<file path="src/rtl/axilite_arb_pkg.sv">
// ============================================================================
// axilite_arb_pkg : shared types and helpers for the AXI-Lite backend arbiter
// Revision: 1.0
// ============================================================================
`default_nettype none

package axilite_arb_pkg;

  localparam int NUM_REQ_DEFAULT = 4;

  typedef enum logic [1:0] {
    ST_IDLE  = 2'd0,
    ST_ISSUE = 2'd1,
    ST_WAIT  = 2'd2,
    ST_DONE  = 2'd3
  } arb_state_e;

  function automatic int clog2(input int n);
    int w;
    w = 0;
    for (int i = 0; i < 31; i++) begin
      if ((1 << i) < n) w = i + 1;
    end
    return w;
  endfunction

endpackage

`default_nettype wire

</file>
<file path="src/rtl/axilite_bk_arbiter_rr_pick.sv">
// ============================================================================
// rr_pick : combinational round-robin picker (valid + pointer -> one-hot + index)
// Revision: 1.0
// ============================================================================
`default_nettype none

module rr_pick
  import axilite_arb_pkg::*;
#(
  parameter int NUM_REQ = NUM_REQ_DEFAULT,
  parameter int IDX_W   = clog2(NUM_REQ)
) (
  input  logic [NUM_REQ-1:0] i_valid,
  input  logic [IDX_W-1:0]   i_ptr,
  output logic [NUM_REQ-1:0] o_grant,
  output logic [IDX_W-1:0]   o_idx,
  output logic               o_any
);

  logic [IDX_W-1:0] w_cand;

  // Scan upward from the pointer; the first valid candidate wins.
  always_comb begin
    o_grant = '0;
    o_idx   = '0;
    o_any   = 1'b0;
    w_cand  = '0;
    for (int k = 0; k < NUM_REQ; k++) begin
      w_cand = IDX_W'((int'(i_ptr) + k) % NUM_REQ);
      if (!o_any && i_valid[w_cand]) begin
        o_any           = 1'b1;
        o_idx           = w_cand;
        o_grant[w_cand] = 1'b1;
      end
    end
  end

endmodule

`default_nettype wire

</file>
<file path="src/rtl/axilite_bk_arbiter.sv">
// ============================================================================
// axilite_bk_arbiter : round-robin arbiter sharing one AXI-Lite master backend
// Revision: 1.0
// ============================================================================
`default_nettype none

module axilite_bk_arbiter
  import axilite_arb_pkg::*;
#(
  parameter int NUM_REQ = NUM_REQ_DEFAULT
) (
  input  logic                   axi_aclk,
  input  logic                   axi_aresetn,
  input  logic [NUM_REQ-1:0]     req_valid,
  output logic [NUM_REQ-1:0]     req_ready,
  input  logic [NUM_REQ-1:0]     req_wr,
  input  logic [NUM_REQ*32-1:0]  req_addr,
  input  logic [NUM_REQ*32-1:0]  req_wdata,
  input  logic [NUM_REQ*4-1:0]   req_wstrb,
  output logic [NUM_REQ-1:0]     req_done,
  output logic [31:0]            req_rdata,
  output logic                   busy,
  output logic                   bk_wstart,
  output logic [31:0]            bk_waddr,
  output logic [31:0]            bk_wdata,
  output logic [3:0]             bk_wstrb,
  output logic                   bk_rstart,
  output logic [31:0]            bk_raddr,
  input  logic                   bk_wdone,
  input  logic                   bk_rdone,
  input  logic [31:0]            bk_rdata
);

  localparam int IDX_W = clog2(NUM_REQ);

  arb_state_e       r_state;
  arb_state_e       w_state_nxt;
  logic [IDX_W-1:0] r_rr_ptr;
  logic [IDX_W-1:0] r_grant_idx;
  logic             r_wr;
  logic [31:0]      r_addr;
  logic [31:0]      r_wdata;
  logic [3:0]       r_wstrb;
  logic [31:0]      r_rdata;
  logic             r_bk_wstart;
  logic             r_bk_rstart;

  logic [NUM_REQ-1:0] w_pick_grant;
  logic [IDX_W-1:0]   w_pick_idx;
  logic               w_pick_any;
  logic               w_accept;
  logic               w_done_match;
  logic               w_owned;
  logic               w_sel_wr;
  logic [31:0]        w_sel_addr;
  logic [31:0]        w_sel_wdata;
  logic [3:0]         w_sel_wstrb;
  logic [IDX_W-1:0]   w_ptr_nxt;

  rr_pick #(
    .NUM_REQ (NUM_REQ),
    .IDX_W   (IDX_W)
  ) u_rr_pick (
    .i_valid (req_valid),
    .i_ptr   (r_rr_ptr),
    .o_grant (w_pick_grant),
    .o_idx   (w_pick_idx),
    .o_any   (w_pick_any)
  );

  always_comb begin
    w_sel_wr    = 1'b0;
    w_sel_addr  = '0;
    w_sel_wdata = '0;
    w_sel_wstrb = '0;
    for (int i = 0; i < NUM_REQ; i++) begin
      if (w_pick_idx == IDX_W'(i)) begin
        w_sel_wr    = req_wr[i];
        w_sel_addr  = req_addr[32*i +: 32];
        w_sel_wdata = req_wdata[32*i +: 32];
        w_sel_wstrb = req_wstrb[4*i +: 4];
      end
    end
  end

  assign w_accept     = (r_state == ST_IDLE) && w_pick_any;
  assign w_done_match = r_wr ? bk_wdone : bk_rdone;
  assign w_ptr_nxt    = (r_grant_idx == IDX_W'(NUM_REQ - 1)) ? '0 : r_grant_idx + 1'b1;

  always_ff @(posedge axi_aclk or negedge axi_aresetn) begin
    if (!axi_aresetn) r_state <= ST_IDLE;
    else              r_state <= w_state_nxt;
  end

  always_comb begin
    w_state_nxt = r_state;
    case (r_state)
      ST_IDLE:  if (w_pick_any)   w_state_nxt = ST_ISSUE;
      ST_ISSUE:                   w_state_nxt = ST_WAIT;
      ST_WAIT:  if (w_done_match) w_state_nxt = ST_DONE;
      ST_DONE:                    w_state_nxt = ST_IDLE;
      default:                    w_state_nxt = ST_IDLE;
    endcase
  end

  always_ff @(posedge axi_aclk or negedge axi_aresetn) begin
    if (!axi_aresetn) begin
      r_rr_ptr    <= '0;
      r_grant_idx <= '0;
      r_wr        <= 1'b0;
      r_addr      <= '0;
      r_wdata     <= '0;
      r_wstrb     <= '0;
      r_rdata     <= '0;
      r_bk_wstart <= 1'b0;
      r_bk_rstart <= 1'b0;
    end else begin
      r_bk_wstart <= 1'b0;
      r_bk_rstart <= 1'b0;
      if (w_accept) begin
        r_grant_idx <= w_pick_idx;
        r_wr        <= w_sel_wr;
        r_addr      <= w_sel_addr;
        r_wdata     <= w_sel_wdata;
        r_wstrb     <= w_sel_wstrb;
        r_rdata     <= '0;
        r_bk_wstart <= w_sel_wr;
        r_bk_rstart <= ~w_sel_wr;
      end
      // Only a read completion carries data; stray pulses are ignored.
      if ((r_state == ST_WAIT) && !r_wr && bk_rdone) r_rdata <= bk_rdata;
      if (r_state == ST_DONE) r_rr_ptr <= w_ptr_nxt;
    end
  end

  assign w_owned   = (r_state != ST_IDLE);
  assign busy      = w_owned;
  assign bk_wstart = r_bk_wstart;
  assign bk_rstart = r_bk_rstart;
  assign bk_waddr  = w_owned ? r_addr  : '0;
  assign bk_wdata  = w_owned ? r_wdata : '0;
  assign bk_wstrb  = w_owned ? r_wstrb : '0;
  assign bk_raddr  = w_owned ? r_addr  : '0;

  // Ready is combinational from req_valid, so it must also be held off during reset.
  assign req_ready = (axi_aresetn && (r_state == ST_IDLE)) ? w_pick_grant : '0;
  assign req_rdata = ((r_state == ST_DONE) && !r_wr) ? r_rdata : '0;

  always_comb begin
    req_done = '0;
    if (r_state == ST_DONE) req_done[r_grant_idx] = 1'b1;
  end

endmodule

`default_nettype wire

</file>
<file path="config.mk">
export PLATFORM = sky130hd
export DESIGN_NAME = axilite_bk_arbiter
export DESIGN_NICKNAME = d
export VERILOG_FILES = /design/src/rtl/axilite_arb_pkg.sv /design/src/rtl/axilite_bk_arbiter_rr_pick.sv /design/src/rtl/axilite_bk_arbiter.sv
export SDC_FILE = /design/constraint.sdc
export NUM_CORES = 1
export LEC_CHECK = 0
export CORE_AREA = 2 2 177 179
export DETAILED_ROUTE_END_ITERATION = 12
export DIE_AREA = 0 0 179 181
export PLACE_DENSITY = 0.6
export SETUP_SLACK_MARGIN = 0.1
export SLEW_MARGIN = 20
export SYNTH_ARGS = -nofsm -noshare
export SYNTH_HDL_FRONTEND = slang
export SYNTH_SLANG_ARGS = --single-unit
</file>
<file path="constraint.sdc">
create_clock -name axi_aclk -period 9 [get_ports axi_aclk]
set_input_delay 1.35 -clock axi_aclk [delete_from_list [all_inputs] [get_ports axi_aclk]]
set_output_delay 1.35 -clock axi_aclk [all_outputs]
set_load 0.03 [all_outputs]
</file>
==> summary.md <==
| Metric | Value |
|---|---|
| RSZ-0062 raised after global routing | `no` |
| P&R area growth vs syn | `49.7%` |
| Max FO, Critical Path | `81` |
| Sequential cell area fraction in the yosys report | `28.6%` |
| CORE AREA | `0.0303 mm^2` |
| Final WS setup | `2.93 ns` |
| Vias per cell | `5.65` |
| Mapped Nets | `1435` |
| Library cells used by synthesis | `42` |
| Sink Count | `109` |
| Post-synth top flop | `dfrtp_1` |
| CTS H-tree depth | `3` |
| Final Critical Period | `6.07 ns` |
| Die Area | `0.0324 mm^2` |
| Hold WS | `0.508 ns` |
| Die width | `179 um` |
| Crit-path slowest cell | `dfrtp_4` |
| FF+latch count, synth | `109` |
| Type of origin of the critical path | `flop` |
| Routability congestion estimate | `0.827` |
| Clk_lat worst skew | `0.35 ns` |
| Clk_skew | `0.0112 ns` |
| Power after layout | `5.70 mW` |
| Status | `completed` |
| Leading area contributor after synthesis | `dfrtp_1` |
| CP required | `7.65 ns` |
| # hold bufs at CTS | `0` |
| Rows | `64` |
| Largest family of logic cells by synthesized area | `compound AO/OA/AOI/OAI gates` |
| Hold WC Path Type | `reg -> reg` |
| Worst path max stage delay | `1.15 ns` |
| Nets@finish | `1767` |
| Post-synth ARST share | `100%` |
| Hpwl dp | `28400 um` |
| Starting Density | `31.5%` |
| Mux share of post-synthesis cell area | `9.31%` |
| Cell Chain, Critical Path | `inv_1, ha_1, mux4_2, nor2b_4, a22oi_1, nor2_1, a221oi_1, nor2_1, clkdlybuf4s50_1` |
| Synth Area in XOR/XNOR | `0%` |
| Area fraction of the dominant cell type after synthesis | `28.6%` |
| CTS clock-pin slew for the worst setup and hold paths | `0.08 ns` |
| Drt pass-1 iters | `5` |
| DR vias | `10400` |
| Compound-Gate Fraction of Synth Area | `34.2%` |
| Mapped Area | `0.00955 mm^2` |
| EDFF count, synth | `0` |
| Initial drt markers | `697` |
| Gate Count Post-Synth | `1105` |
| Initial antenna violation count | `1` |
| Most frequent cell after synthesis | `nand2_1` |
| Final core utilization | `47.1%` |
| PortBufs | `458` |
| Worst-margin pin slew | `1.09 ns` |
| Final period util | `67.5%` |
| Most common cell on crit path | `nor2_1` |
| Number of global-route vias before repair | `10300` |
| Final hold violation count | `0` |
| Critical path buffer and inverter count | `2` |
| Place WS | `3.17 ns` |
| Gr ovfl total | `0` |
| Final setup vio count | `0` |
| Clock Path Buffers | `2` |
| Top cells by area, synth | `dfrtp_1, a211oi_1, mux2_2` |
| Kind of cell adding the most delay to the critical path | `flip-flops` |
| Synthesized area per cell | `8.65 um^2` |
| Power per cell area | `399 mW/mm^2` |
| Pins Over Slew Limit | `0` |
| Arrival time of the worst setup path | `4.72 ns` |
| Yosys warnings | `0` |
| Max VDD drop | `0.220 mV` |
| Setup TNS Final | `0 ns` |
| # IOs | `459` |
| Clock tree from TritonCTS | `done` |
| Drt wl/cell | `22.5 um` |
| Root Buffer | `clkbuf_16` |
| Type of the worst setup path | `reg -> out` |
| Worst Setup End Kind | `output pin` |
| Max-cap viol count | `0` |
| Adder-cell share of the synthesized area | `1.83%` |
| Total Routing Usage GR | `24.7%` |
| Largest net degree at the start of global routing | `140` |
| Share of cells above drive strength 1 | `7.98%` |
| Final WL | `41400 um` |
| CTS-repair resized insts | `0` |
| Highest clock rate | `0.165 GHz` |
| Postcts setup bufs | `0` |
| First-pass GRT wire length | `61900 um` |
| Die height | `181 um` |
| Residual DRC count | `0` |
| Synth top cells by count | `nand2_1, a211oi_1, dfrtp_1, nor2_1, nor2b_1` |
| Post-synthesis simple-gate area fraction | `17.1%` |
| Slew margin rel. | `27.1%` |
| DRT antenna net count | `0` |
| Cts bufs inserted | `9` |
| Leakage | `5.30 nW` |
stage by stage:
stage / instances / instance area [um^2]
floorplan: 1105 / 9550
global placement: 1822 / 14000
detailed placement: 1822 / 14000
CTS: 1838 / 14300
global route: 1839 / 14300
finish: 1839 / 14300
cells by family (layout without fill, tap and decap cells):
logic type      after synthesis  in the layout
fa+ha+maj                    14             14
compound gates              402            402
mux                          75             75
simple gates                341            341
buf+inv                     164            501
other cells                   0              1
flops                       109            109
power breakdown:
part           internal [mW]  leakage, nW  total [mW]  switching, mW
clock                  0.220        0.142       0.423          0.203
combinational           1.72         3.85        4.33           2.61
sequential             0.749         1.31       0.947          0.198
total                   2.69         5.30        5.70           3.01
registers in the layout, summed over array words and instances, names as in the netlist, 2 cells and up:
name,flops
r_addr,32
r_grant_idx,2
r_rdata,32
r_rr_ptr,2
r_state,2
r_wdata,32
r_wstrb,4
metal layers:
layer | up-vias | global-route usage (%) | share of wire [%]
li1 | 4848 | - | -
met1 | 5029 | 29.7 | 39
met2 | 454 | 42.6 | 49
met3 | 65 | 5.58 | 8.3
met4 | 0 | 9.33 | 3.6
met5 | - | 0 | 0
final timing paths:
kind	startpoint	slack [ns]	cells after the start	to
hold reg to reg	r_wdata[3]	0.51	1	r_wdata[3]
min in group asynchronous	axi_aresetn	0.98	1	r_addr[29]
setup reg to reg	r_rr_ptr[0]	3.81	10	r_addr[11]
setup / recovery	r_rr_ptr[0]	2.93	9	req_ready[3]
hold / removal	r_wdata[3]	0.51	1	r_wdata[3]
max in group asynchronous	axi_aresetn	6.88	2	r_rr_ptr[0]
layout make-up:
type                            instances  area [um^2]
Fill cell                            2950        16000
Multi-Input combinational cell        832         6020
Timing Repair Buffer                  474         4720
Sequential cell                       109         2730
Tap cell                              396          495
Clock buffer                           12          236
Clock inverter                          4         56.3
Inverter                               11         41.3
Antenna cell                            1         2.50
cell usage in the layout (no fill, tap or decap), types with 41 or more instances in the layout:
master and count:
nand2_1 136, o21ai_0 41, a221o_1 65, dfrtp_1 108, nor2b_1 72, a211oi_1 129, clkdlybuf4s50_1 457, nor2_1 75
a221oi_1 72, mux2_2 61, a22o_1 68
Power figures use the tool's default switching activity.
